## src/rtl/seg7_pkg.sv

```systemverilog
// Shared constants for the seven-segment scanner: scan FSM states,
// active-low hex glyphs (seg[6:0] = g..a) and the all-off patterns.
package seg7_pkg;

    typedef enum logic {
        ST_BLANK = 1'b0,
        ST_DRIVE = 1'b1
    } scan_state_t;

    localparam logic [3:0] AN_OFF  = 4'b1111;
    localparam logic [6:0] SEG_OFF = 7'b1111111;

    localparam logic [6:0] SEG_HEX_0 = 7'b1000000;
    localparam logic [6:0] SEG_HEX_1 = 7'b1111001;
    localparam logic [6:0] SEG_HEX_2 = 7'b0100100;
    localparam logic [6:0] SEG_HEX_3 = 7'b0110000;
    localparam logic [6:0] SEG_HEX_4 = 7'b0011001;
    localparam logic [6:0] SEG_HEX_5 = 7'b0010010;
    localparam logic [6:0] SEG_HEX_6 = 7'b0000010;
    localparam logic [6:0] SEG_HEX_7 = 7'b1111000;
    localparam logic [6:0] SEG_HEX_8 = 7'b0000000;
    localparam logic [6:0] SEG_HEX_9 = 7'b0010000;
    localparam logic [6:0] SEG_HEX_A = 7'b0001000;
    localparam logic [6:0] SEG_HEX_B = 7'b0000011;
    localparam logic [6:0] SEG_HEX_C = 7'b1000110;
    localparam logic [6:0] SEG_HEX_D = 7'b0100001;
    localparam logic [6:0] SEG_HEX_E = 7'b0000110;
    localparam logic [6:0] SEG_HEX_F = 7'b0001110;

endpackage

```

## src/rtl/hex_to_seg7.sv

```systemverilog
// Combinational hex nibble to active-low seven-segment glyph decoder.
module hex_to_seg7
    import seg7_pkg::*;
(
    input  logic [3:0] i_hex,
    output logic [6:0] o_seg
);

    always_comb begin
        o_seg = SEG_OFF;
        case (i_hex)
            4'h0: o_seg = SEG_HEX_0;
            4'h1: o_seg = SEG_HEX_1;
            4'h2: o_seg = SEG_HEX_2;
            4'h3: o_seg = SEG_HEX_3;
            4'h4: o_seg = SEG_HEX_4;
            4'h5: o_seg = SEG_HEX_5;
            4'h6: o_seg = SEG_HEX_6;
            4'h7: o_seg = SEG_HEX_7;
            4'h8: o_seg = SEG_HEX_8;
            4'h9: o_seg = SEG_HEX_9;
            4'hA: o_seg = SEG_HEX_A;
            4'hB: o_seg = SEG_HEX_B;
            4'hC: o_seg = SEG_HEX_C;
            4'hD: o_seg = SEG_HEX_D;
            4'hE: o_seg = SEG_HEX_E;
            4'hF: o_seg = SEG_HEX_F;
            default: o_seg = SEG_OFF;
        endcase
    end

endmodule

```

## src/rtl/seven_seg_scan.sv

```systemverilog
// Four-digit multiplexed seven-segment scanner with frame-synchronous update.
// Optional decimal-point support is enabled by defining SEVSEG_DP_EN.
module seven_seg_scan
    import seg7_pkg::*;
#(
    parameter int SCAN_DIV  = 1000,
    parameter int BLANK_CYC = 16
) (
    input  logic        GLBclk,
    input  logic        reset,
    input  logic [15:0] data,
    input  logic        load,
`ifdef SEVSEG_DP_EN
    input  logic [3:0]  dp_in,
    output logic        dp,
`endif
    output logic        upd_pend,
    output logic [3:0]  an,
    output logic [6:0]  seg,
    output logic        frame_tick
);

    localparam logic [15:0] CNT_LAST  = 16'(SCAN_DIV - 1);
    localparam logic [15:0] BLANK_END = 16'(BLANK_CYC);

    scan_state_t r_state;
    scan_state_t w_state_nxt;
    logic [15:0] r_cnt;
    logic [15:0] w_cnt_nxt;
    logic [1:0]  r_dig;
    logic [1:0]  w_dig_nxt;
    logic [15:0] r_active;
    logic [15:0] r_shadow;
    logic        r_wrap;
    logic        w_slot_end;
    logic        w_frame_end;
    logic [3:0]  w_nib;
    logic [3:0]  w_an_nxt;
    logic [6:0]  w_dec;
    logic [6:0]  w_seg_nxt;

    assign w_slot_end  = (r_cnt == CNT_LAST);
    assign w_frame_end = w_slot_end && (r_dig == 2'd3);
    assign w_nib       = r_active[{r_dig, 2'b00} +: 4];

    hex_to_seg7 u_dec (
        .i_hex (w_nib),
        .o_seg (w_dec)
    );

    always_ff @(posedge GLBclk or posedge reset) begin
        if (reset) begin
            r_state <= ST_BLANK;
            r_cnt   <= '0;
            r_dig   <= '0;
        end else begin
            r_state <= w_state_nxt;
            r_cnt   <= w_cnt_nxt;
            r_dig   <= w_dig_nxt;
        end
    end

    // State follows the next counter value so r_state always matches r_cnt.
    always_comb begin
        w_cnt_nxt   = w_slot_end ? 16'd0 : r_cnt + 16'd1;
        w_dig_nxt   = w_slot_end ? r_dig + 2'd1 : r_dig;
        w_state_nxt = (w_cnt_nxt < BLANK_END) ? ST_BLANK : ST_DRIVE;
        w_an_nxt    = AN_OFF;
        w_seg_nxt   = SEG_OFF;
        if (r_state == ST_DRIVE) begin
            w_an_nxt  = ~(4'b0001 << r_dig);
            w_seg_nxt = w_dec;
        end
    end

    // Active only changes at the digit-3 wrap, so a frame is never mixed.
    always_ff @(posedge GLBclk or posedge reset) begin
        if (reset) begin
            r_active   <= '0;
            r_shadow   <= '0;
            upd_pend   <= 1'b0;
            r_wrap     <= 1'b0;
            an         <= AN_OFF;
            seg        <= SEG_OFF;
            frame_tick <= 1'b0;
        end else begin
            an         <= w_an_nxt;
            seg        <= w_seg_nxt;
            r_wrap     <= w_frame_end;
            frame_tick <= r_wrap;
            if (w_frame_end && upd_pend) begin
                r_active <= r_shadow;
            end
            if (load) begin
                r_shadow <= data;
                upd_pend <= 1'b1;
            end else if (w_frame_end) begin
                upd_pend <= 1'b0;
            end
        end
    end

`ifdef SEVSEG_DP_EN
    logic [3:0] r_dp_shadow;
    logic [3:0] r_dp_active;

    always_ff @(posedge GLBclk or posedge reset) begin
        if (reset) begin
            r_dp_shadow <= '0;
            r_dp_active <= '0;
            dp          <= 1'b1;
        end else begin
            dp <= (r_state == ST_DRIVE) ? ~r_dp_active[r_dig] : 1'b1;
            if (w_frame_end && upd_pend) begin
                r_dp_active <= r_dp_shadow;
            end
            if (load) begin
                r_dp_shadow <= dp_in;
            end
        end
    end
`endif

endmodule

```

## config.mk

```make
export PLATFORM = sky130hd
export DESIGN_NAME = seven_seg_scan
export DESIGN_NICKNAME = d
export VERILOG_FILES = /design/src/rtl/seg7_pkg.sv /design/src/rtl/hex_to_seg7.sv /design/src/rtl/seven_seg_scan.sv
export SDC_FILE = /design/constraint.sdc
export NUM_CORES = 1
export LEC_CHECK = 0
export BUFFER_PORTS_ARGS = -buffer_cell sky130_fd_sc_hd__buf_2
export CORE_ASPECT_RATIO = 0.8
export CORE_MARGIN = 2
export CORE_UTILIZATION = 58
export CTS_CLUSTER_DIAMETER = 100
export DETAILED_ROUTE_END_ITERATION = 12
export PLACE_DENSITY = 0.76
export SLEW_MARGIN = 20
export SYNTH_ARGS = -nofsm -noshare
export SYNTH_HDL_FRONTEND = slang
export SYNTH_SLANG_ARGS = --single-unit
```

## constraint.sdc

```tcl
create_clock -name GLBclk -period 2.3 [get_ports GLBclk]
set_clock_uncertainty 0.1 [all_clocks]
set_input_delay 0.46 -clock GLBclk [delete_from_list [all_inputs] [get_ports GLBclk]]
set_output_delay 0.46 -clock GLBclk [all_outputs]
set_load 0.03 [all_outputs]
```

After elaboration in Yosys (flattened, before gate mapping)

Memories as Yosys holds them, arrays and structs flattened.
Index checks and enable logic that the tools add are counted.

Input port bits: 19
Register bits after elaboration: 65
Memory bits (read-only): 112
Memories: 1
Word-level logic and storage cells: 28
Output and inout port bits: 13

Equality and inequality tests: 2
Muxes and demuxes: 6
Add/sub/neg operators: 2
Reductions and logical operators: 3
$lt $le $gt $ge: 1
Bitwise gates (word level): 1
Shift-type cells: 2

Memories:

| memory           | depth | bits a word | rd ports | clocked after Yosys merged registers in | write ports | line              | RTL |
|---|---|---|---|---|---|---|---|
| (name not given) | 16    | 7           | 1        | 0                                       | 0           | hex_to_seg7.sv:11 | `case (i_hex)` |

Operators by type and width:

| kind                    | number |
|---|---|
| $add A16 B1 Y16 const B | 1 |
| $eq A16 B10 Y1 const B  | 1 |
| $lt A16 B5 Y1 const B   | 1 |
| $mux W16                | 1 |
| $shiftx A16 B5 Y4       | 1 |
| $mux W7                 | 1 |
| $mux W4                 | 1 |
| $not A4 Y4              | 1 |
| $shl A1 B2 Y4 const A   | 1 |
| $mux W1                 | 3 |
| $add A2 B1 Y2 const B   | 1 |
| $eq A2 B2 Y1 const B    | 1 |
| $logic_and A1 B1 Y1     | 2 |
| $reduce_bool A2 Y1      | 1 |

Longest topological paths before layout

Depth in word-level cells: 4
Gate-level depth with buffers: 8
Depth with buffers taken out: 7

Modules after synthesis

From an unflattened synthesis, not the netlist that was laid out.

Cells, all modules: 241
Area, all modules: 3125.5 µm²

By module, submodules not included:

| module         | cells each | seq. area each (µm²) | area an instance (µm²) | instances |
|---|---|---|---|---|
| seven_seg_scan | 209        | 1640.3               | 2850.2                 | 1 |
| hex_to_seg7    | 32         | 0.0                  | 275.3                  | 1 |

Worst setup path after synthesis

OpenSTA, ideal clock, no wires.

Path kind: register to register
Start point: register r_dig[0]
End point: register seg[3]
Arrival: 1.819 ns
Cell stages (with the launch flop): 7
Library setup time: 0.079 ns
Required time: 2.121 ns
Slack: 0.302 ns
Cells stage by stage: dfrtp_1 buf_2 mux4_2 inv_1 ha_1 o211a_1 o21ai_0

Cells in the longest elaborated chain, start to end: 3

RTL lines:

| item                   | line                 | RTL |
|---|---|---|
| from (decl)            | seven_seg_scan.sv:30 | `logic [1:0] r_dig;` |
| from (signal assigned) | seven_seg_scan.sv:59 | `r_dig <= w_dig_nxt;` |
| $shiftx A16 B5 Y4      | seven_seg_scan.sv:44 | `assign w_nib = r_active[{r_dig, 2'b00} +: 4];` |
| $mem_v2 Z16 W7         | --                   |  |
| $mux W7                | seven_seg_scan.sv:70 | `if (r_state == ST_DRIVE) begin` |
| named net w_seg_nxt[3] | seven_seg_scan.sv:40 | `logic [6:0] w_seg_nxt;` |
| to (signal assigned)   | seven_seg_scan.sv:88 | `seg <= w_seg_nxt;` |
| to (decl)              | seven_seg_scan.sv:19 | `output logic [6:0] seg,` |

The timed path passes the listed nets, and every way through them passes these cells.
A chain may end at the register's enable or synchronous reset.

Worst setup path in the final report

Start point: register r_cnt[0]
End point: register r_active[2]

Cells in the longest elaborated chain, start to end: 3

RTL lines:

| item                   | line                 | RTL |
|---|---|---|
| from (decl)            | seven_seg_scan.sv:28 | `logic [15:0] r_cnt;` |
| from (signal assigned) | seven_seg_scan.sv:58 | `r_cnt <= w_cnt_nxt;` |
| $eq A16 B10 Y1         | seven_seg_scan.sv:42 | `assign w_slot_end = (r_cnt == CNT_LAST);` |
| $logic_and A1 B1 Y1    | seven_seg_scan.sv:43 | `assign w_frame_end = w_slot_end && (r_dig == 2'd3);` |
| $logic_and A1 B1 Y1    | seven_seg_scan.sv:91 | `if (w_frame_end && upd_pend) begin` |
| to (signal assigned)   | seven_seg_scan.sv:92 | `r_active <= r_shadow;` |
| to (decl)              | seven_seg_scan.sv:32 | `logic [15:0] r_active;` |

No other way between the ends.

==> key figures <==
Global route
  • Overall routing resource usage: 0.208
  • Global-route wire length before repair: 9.51 mm
  • Congestion Overflow GR: 0
  • Initial antenna violation count: 0
  • Largest net degree at the start of global routing: 66
  • Vias in the first global route: 1931

Setup path
  • Req. time, crit path: 2.42 ns
  • Crit path DAT: 2.27 ns
  • CP endpoint kind: flop
  • Crit path max fanout: 16
  • Startpoint kind of the worst setup timing path: flop
  • Start-to-end type of the worst setup path: reg -> reg

Synthesis
  • #FFs+latches synth: 65
  • Avg Synthesized Cell Area: 12.4 um^2
  • Largest area contributor in the synthesized netlist: sky130_fd_sc_hd__dfrtp_1
  • Leading register cell type out of synthesis: sky130_fd_sc_hd__dfrtp_1
  • Area share of the leading cell type in the synthesized netlist: 0.433
  • Gate count of the mapped netlist: 252
  • Yosys warning total: 0
  • Part of the Yosys area used for sequential elements: 0.525
  • Cell area after technology mapping: 3120 um^2
  • Netlist cell types: 51
  • Most area-consuming cells after synthesis: sky130_fd_sc_hd__dfrtp_1 (43%), sky130_fd_sc_hd__dfstp_2 (9.3%), sky130_fd_sc_hd__mux2_2 (7.9%)
  • Ys async rst share: 1.00
  • Post-synth EDFFs: 0
  • Post-synthesis net count: 282

Timing
  • Worst relative slew slack: 0.727
  • Part of the cycle the worst path needs: 0.932
  • Number of setup violations in the final report: 0
  • RSZ-0062 raised after global routing: false
  • Max-slew violation total from the final report: 0
  • Least-Margin Pin Slew: 0.403 ns
  • Total negative slack for setup checks: 0 ns
  • Minimum clock period after layout: 2.14 ns
  • Maximum clock frequency: 466 MHz
  • Worst setup margin: 0.156 ns
  • Number of endpoints with negative hold slack in the final report: 0

Finish
  • Number of nets in the layout: 318
  • Fraction of final layout cells with drive strength greater than 1: 0.372
  • Area grow syn2layout: 13.8%
  • Ant. Diodes: 0
  • Top library cells by usage in the layout, fill and taps aside: sky130_fd_sc_hd__dfrtp_1 (54), sky130_fd_sc_hd__buf_2 (31), sky130_fd_sc_hd__mux2_2 (22), sky130_fd_sc_hd__nand2_1 (18), sky130_fd_sc_hd__nor2_1 (17)
  • Number of filler instances in the final layout: 380
  • Leading cell type in the layout, fill and taps excluded: sky130_fd_sc_hd__dfrtp_1

Power and ir drop
  • PD cells: 629 nW/um^2
  • Leak Pwr: 1.67 nW
  • Peak ir drop on the vdd network: 0.552 mV

Die
  • Vertical die dimension: 69.6 um
  • Number of ports placed on the die boundary: 32
  • Horizontal die dimension: 86.1 um
  • Starting density of the core: 0.613
  • Number of rows created at floorplan: 23
  • Full die area: 5990 um^2
  • Floorplan core area: 5090 um^2

Clock network
  • Buffer levels on the longest clock path: 2
  • Clk_lat worst skew: 0.34 ns
  • Number of buffers inserted during clock tree synthesis: 9
  • Buffer cell driving the clock tree root: sky130_fd_sc_hd__clkbuf_8
  • Clock H-tree levels: 3
  • TritonCTS clock tree: done
  • Number of sinks driven by the clock tree: 65
  • Post-CTS setup-driven buffer insertion count: 0
  • CTS clk-pin slew, worst paths: 0.07 ns

Placed design
  • Pre-CTS setup slack: 0.103 ns
  • Final RePlAce weighted congestion: 0.853
  • Port Buffer Count: 31
  • Detailed placement HPWL: 3.76 mm

Route
  • ANT nets after route: 0
  • Vias after detailed routing: 1942
  • DRC Markers: 0
  • Average wire per standard cell: 15.5 um
  • Avg Vias per Cell: 5.47
  • Routed wire length: 5.49 mm
  • Number of DRC markers after the initial detailed-route iteration: 162
  • Iteration count of the initial detailed-routing pass: 4

Hold path
  • Worst min-delay path category: in -> async

Job
  • Total of max-cap violations: 0

Status
  • Run status: completed
worst max-delay path: stages (launching register included):
cell	delay, ns
sky130_fd_sc_hd__dfrtp_1	0.40
sky130_fd_sc_hd__ha_1	0.27
sky130_fd_sc_hd__and4_1	0.22
sky130_fd_sc_hd__and4b_2	0.36
sky130_fd_sc_hd__nand3_4	0.28
sky130_fd_sc_hd__mux2_4	0.39
cell usage after synthesis, types with 3 or more instances:
library cell,n
sky130_fd_sc_hd__dfrtp_1,54
sky130_fd_sc_hd__mux2_2,22
sky130_fd_sc_hd__nand2_1,18
sky130_fd_sc_hd__nor2_1,17
sky130_fd_sc_hd__dfstp_2,11
sky130_fd_sc_hd__ha_1,11
sky130_fd_sc_hd__mux2_4,10
sky130_fd_sc_hd__inv_1,9
sky130_fd_sc_hd__xnor2_1,9
sky130_fd_sc_hd__o21ai_0,7
sky130_fd_sc_hd__xor2_1,7
sky130_fd_sc_hd__nand3_1,6
sky130_fd_sc_hd__buf_2,5
sky130_fd_sc_hd__clkbuf_1,5
sky130_fd_sc_hd__a21oi_1,4
sky130_fd_sc_hd__mux4_2,4
sky130_fd_sc_hd__nor3_1,4
sky130_fd_sc_hd__mux2i_1,3
sky130_fd_sc_hd__nor2b_1,3
sky130_fd_sc_hd__nor4_1,3
worst paths after layout:
| check | from | end | slack, ns | cells past startpoint |
|---|---|---|---|---|
| max in group asynchronous | reset | seg[3]$_DFF_PP1_ | 1.72 | 3 |
| hold reg to reg | r_wrap$_DFF_PP0_ | frame_tick$_DFF_PP0_ | 0.26 | 0 |
| setup reg to reg | r_cnt[0]$_DFF_PP0_ | r_active[2]$_DFFE_PP0P_ | 0.16 | 5 |
| setup / recovery | r_cnt[0]$_DFF_PP0_ | r_active[2]$_DFFE_PP0P_ | 0.16 | 5 |
| hold / removal | reset | r_active[14]$_DFFE_PP0P_ | 0.08 | 3 |
| min in group GLBclk | data[7] | r_shadow[7]$_DFFE_PP0P_ | 0.25 | 2 |
per-layer routing:
metal	share of wire	vias up	GRT usage
met4	0.0058	0	0.0423
met1	0.48	942	0.292
met5	0	-	0
met3	0.047	4	0.0786
li1	-	952	-
met2	0.47	44	0.314
per-stage QoR:
| step | total power (W) | instances | cell area (um^2) | hold slack, ns | util |
|---|---|---|---|---|---|
| floorplan | 0.00125 | 252 | 3120 | 0.231 | - |
| global placement | 0.00128 | 339 | 3350 | 0.234 | 0.658 |
| detailed placement | 0.00129 | 339 | 3350 | 0.240 | 0.658 |
| CTS | 0.00227 | 355 | 3550 | 0.0752 | 0.698 |
| global route | 0.00232 | 355 | 3560 | 0.0918 | 0.698 |
| finish | 0.00224 | 355 | 3560 | 0.0778 | 0.698 |
state kept, by name, summed over array words and instances (netlist names):
name and count:
r_active 16, r_cnt 16, r_shadow 16, seg 7
an 4, r_dig 2, frame_tick 1, r_state 1
r_wrap 1, upd_pend 1
report_power, final:
part	total, W	switching, W	internal [W]
Sequential	0.00119	0.0000155	0.00117
Combinational	0.0000776	0.0000375	0.0000401
Clock	0.000973	0.000464	0.000509
cell type report:
class,count,area (um^2),share of cell area
timing repair buffer,39,228,0.0640
inverter,9,33.8,0.00950
multi-input combinational,164,1370,0.386
clock buffer,9,124,0.0348
tap,62,77.6,0.0218
sequential,65,1640,0.461
clock inverter,7,78.8,0.0222
cell families after synthesis:
family          count (synthesis)  share of synthesized area
simple gates                   70                      0.125
buf+inv                        23                     0.0356
flops                          65                      0.525
mux                            39                      0.166
compound gates                 28                     0.0601
xor+xnor                       16                     0.0449
fa+ha+maj                      11                     0.0441
timing repair:
| item | 4_1_cts | 5_1_grt |
|---|---|---|
| endpoints found under the setup margin | 0 | 16 |
| hold buffers | 0 | 0 |
| resized for setup | 0 | 1 |
Power figures use the tool's default switching activity.
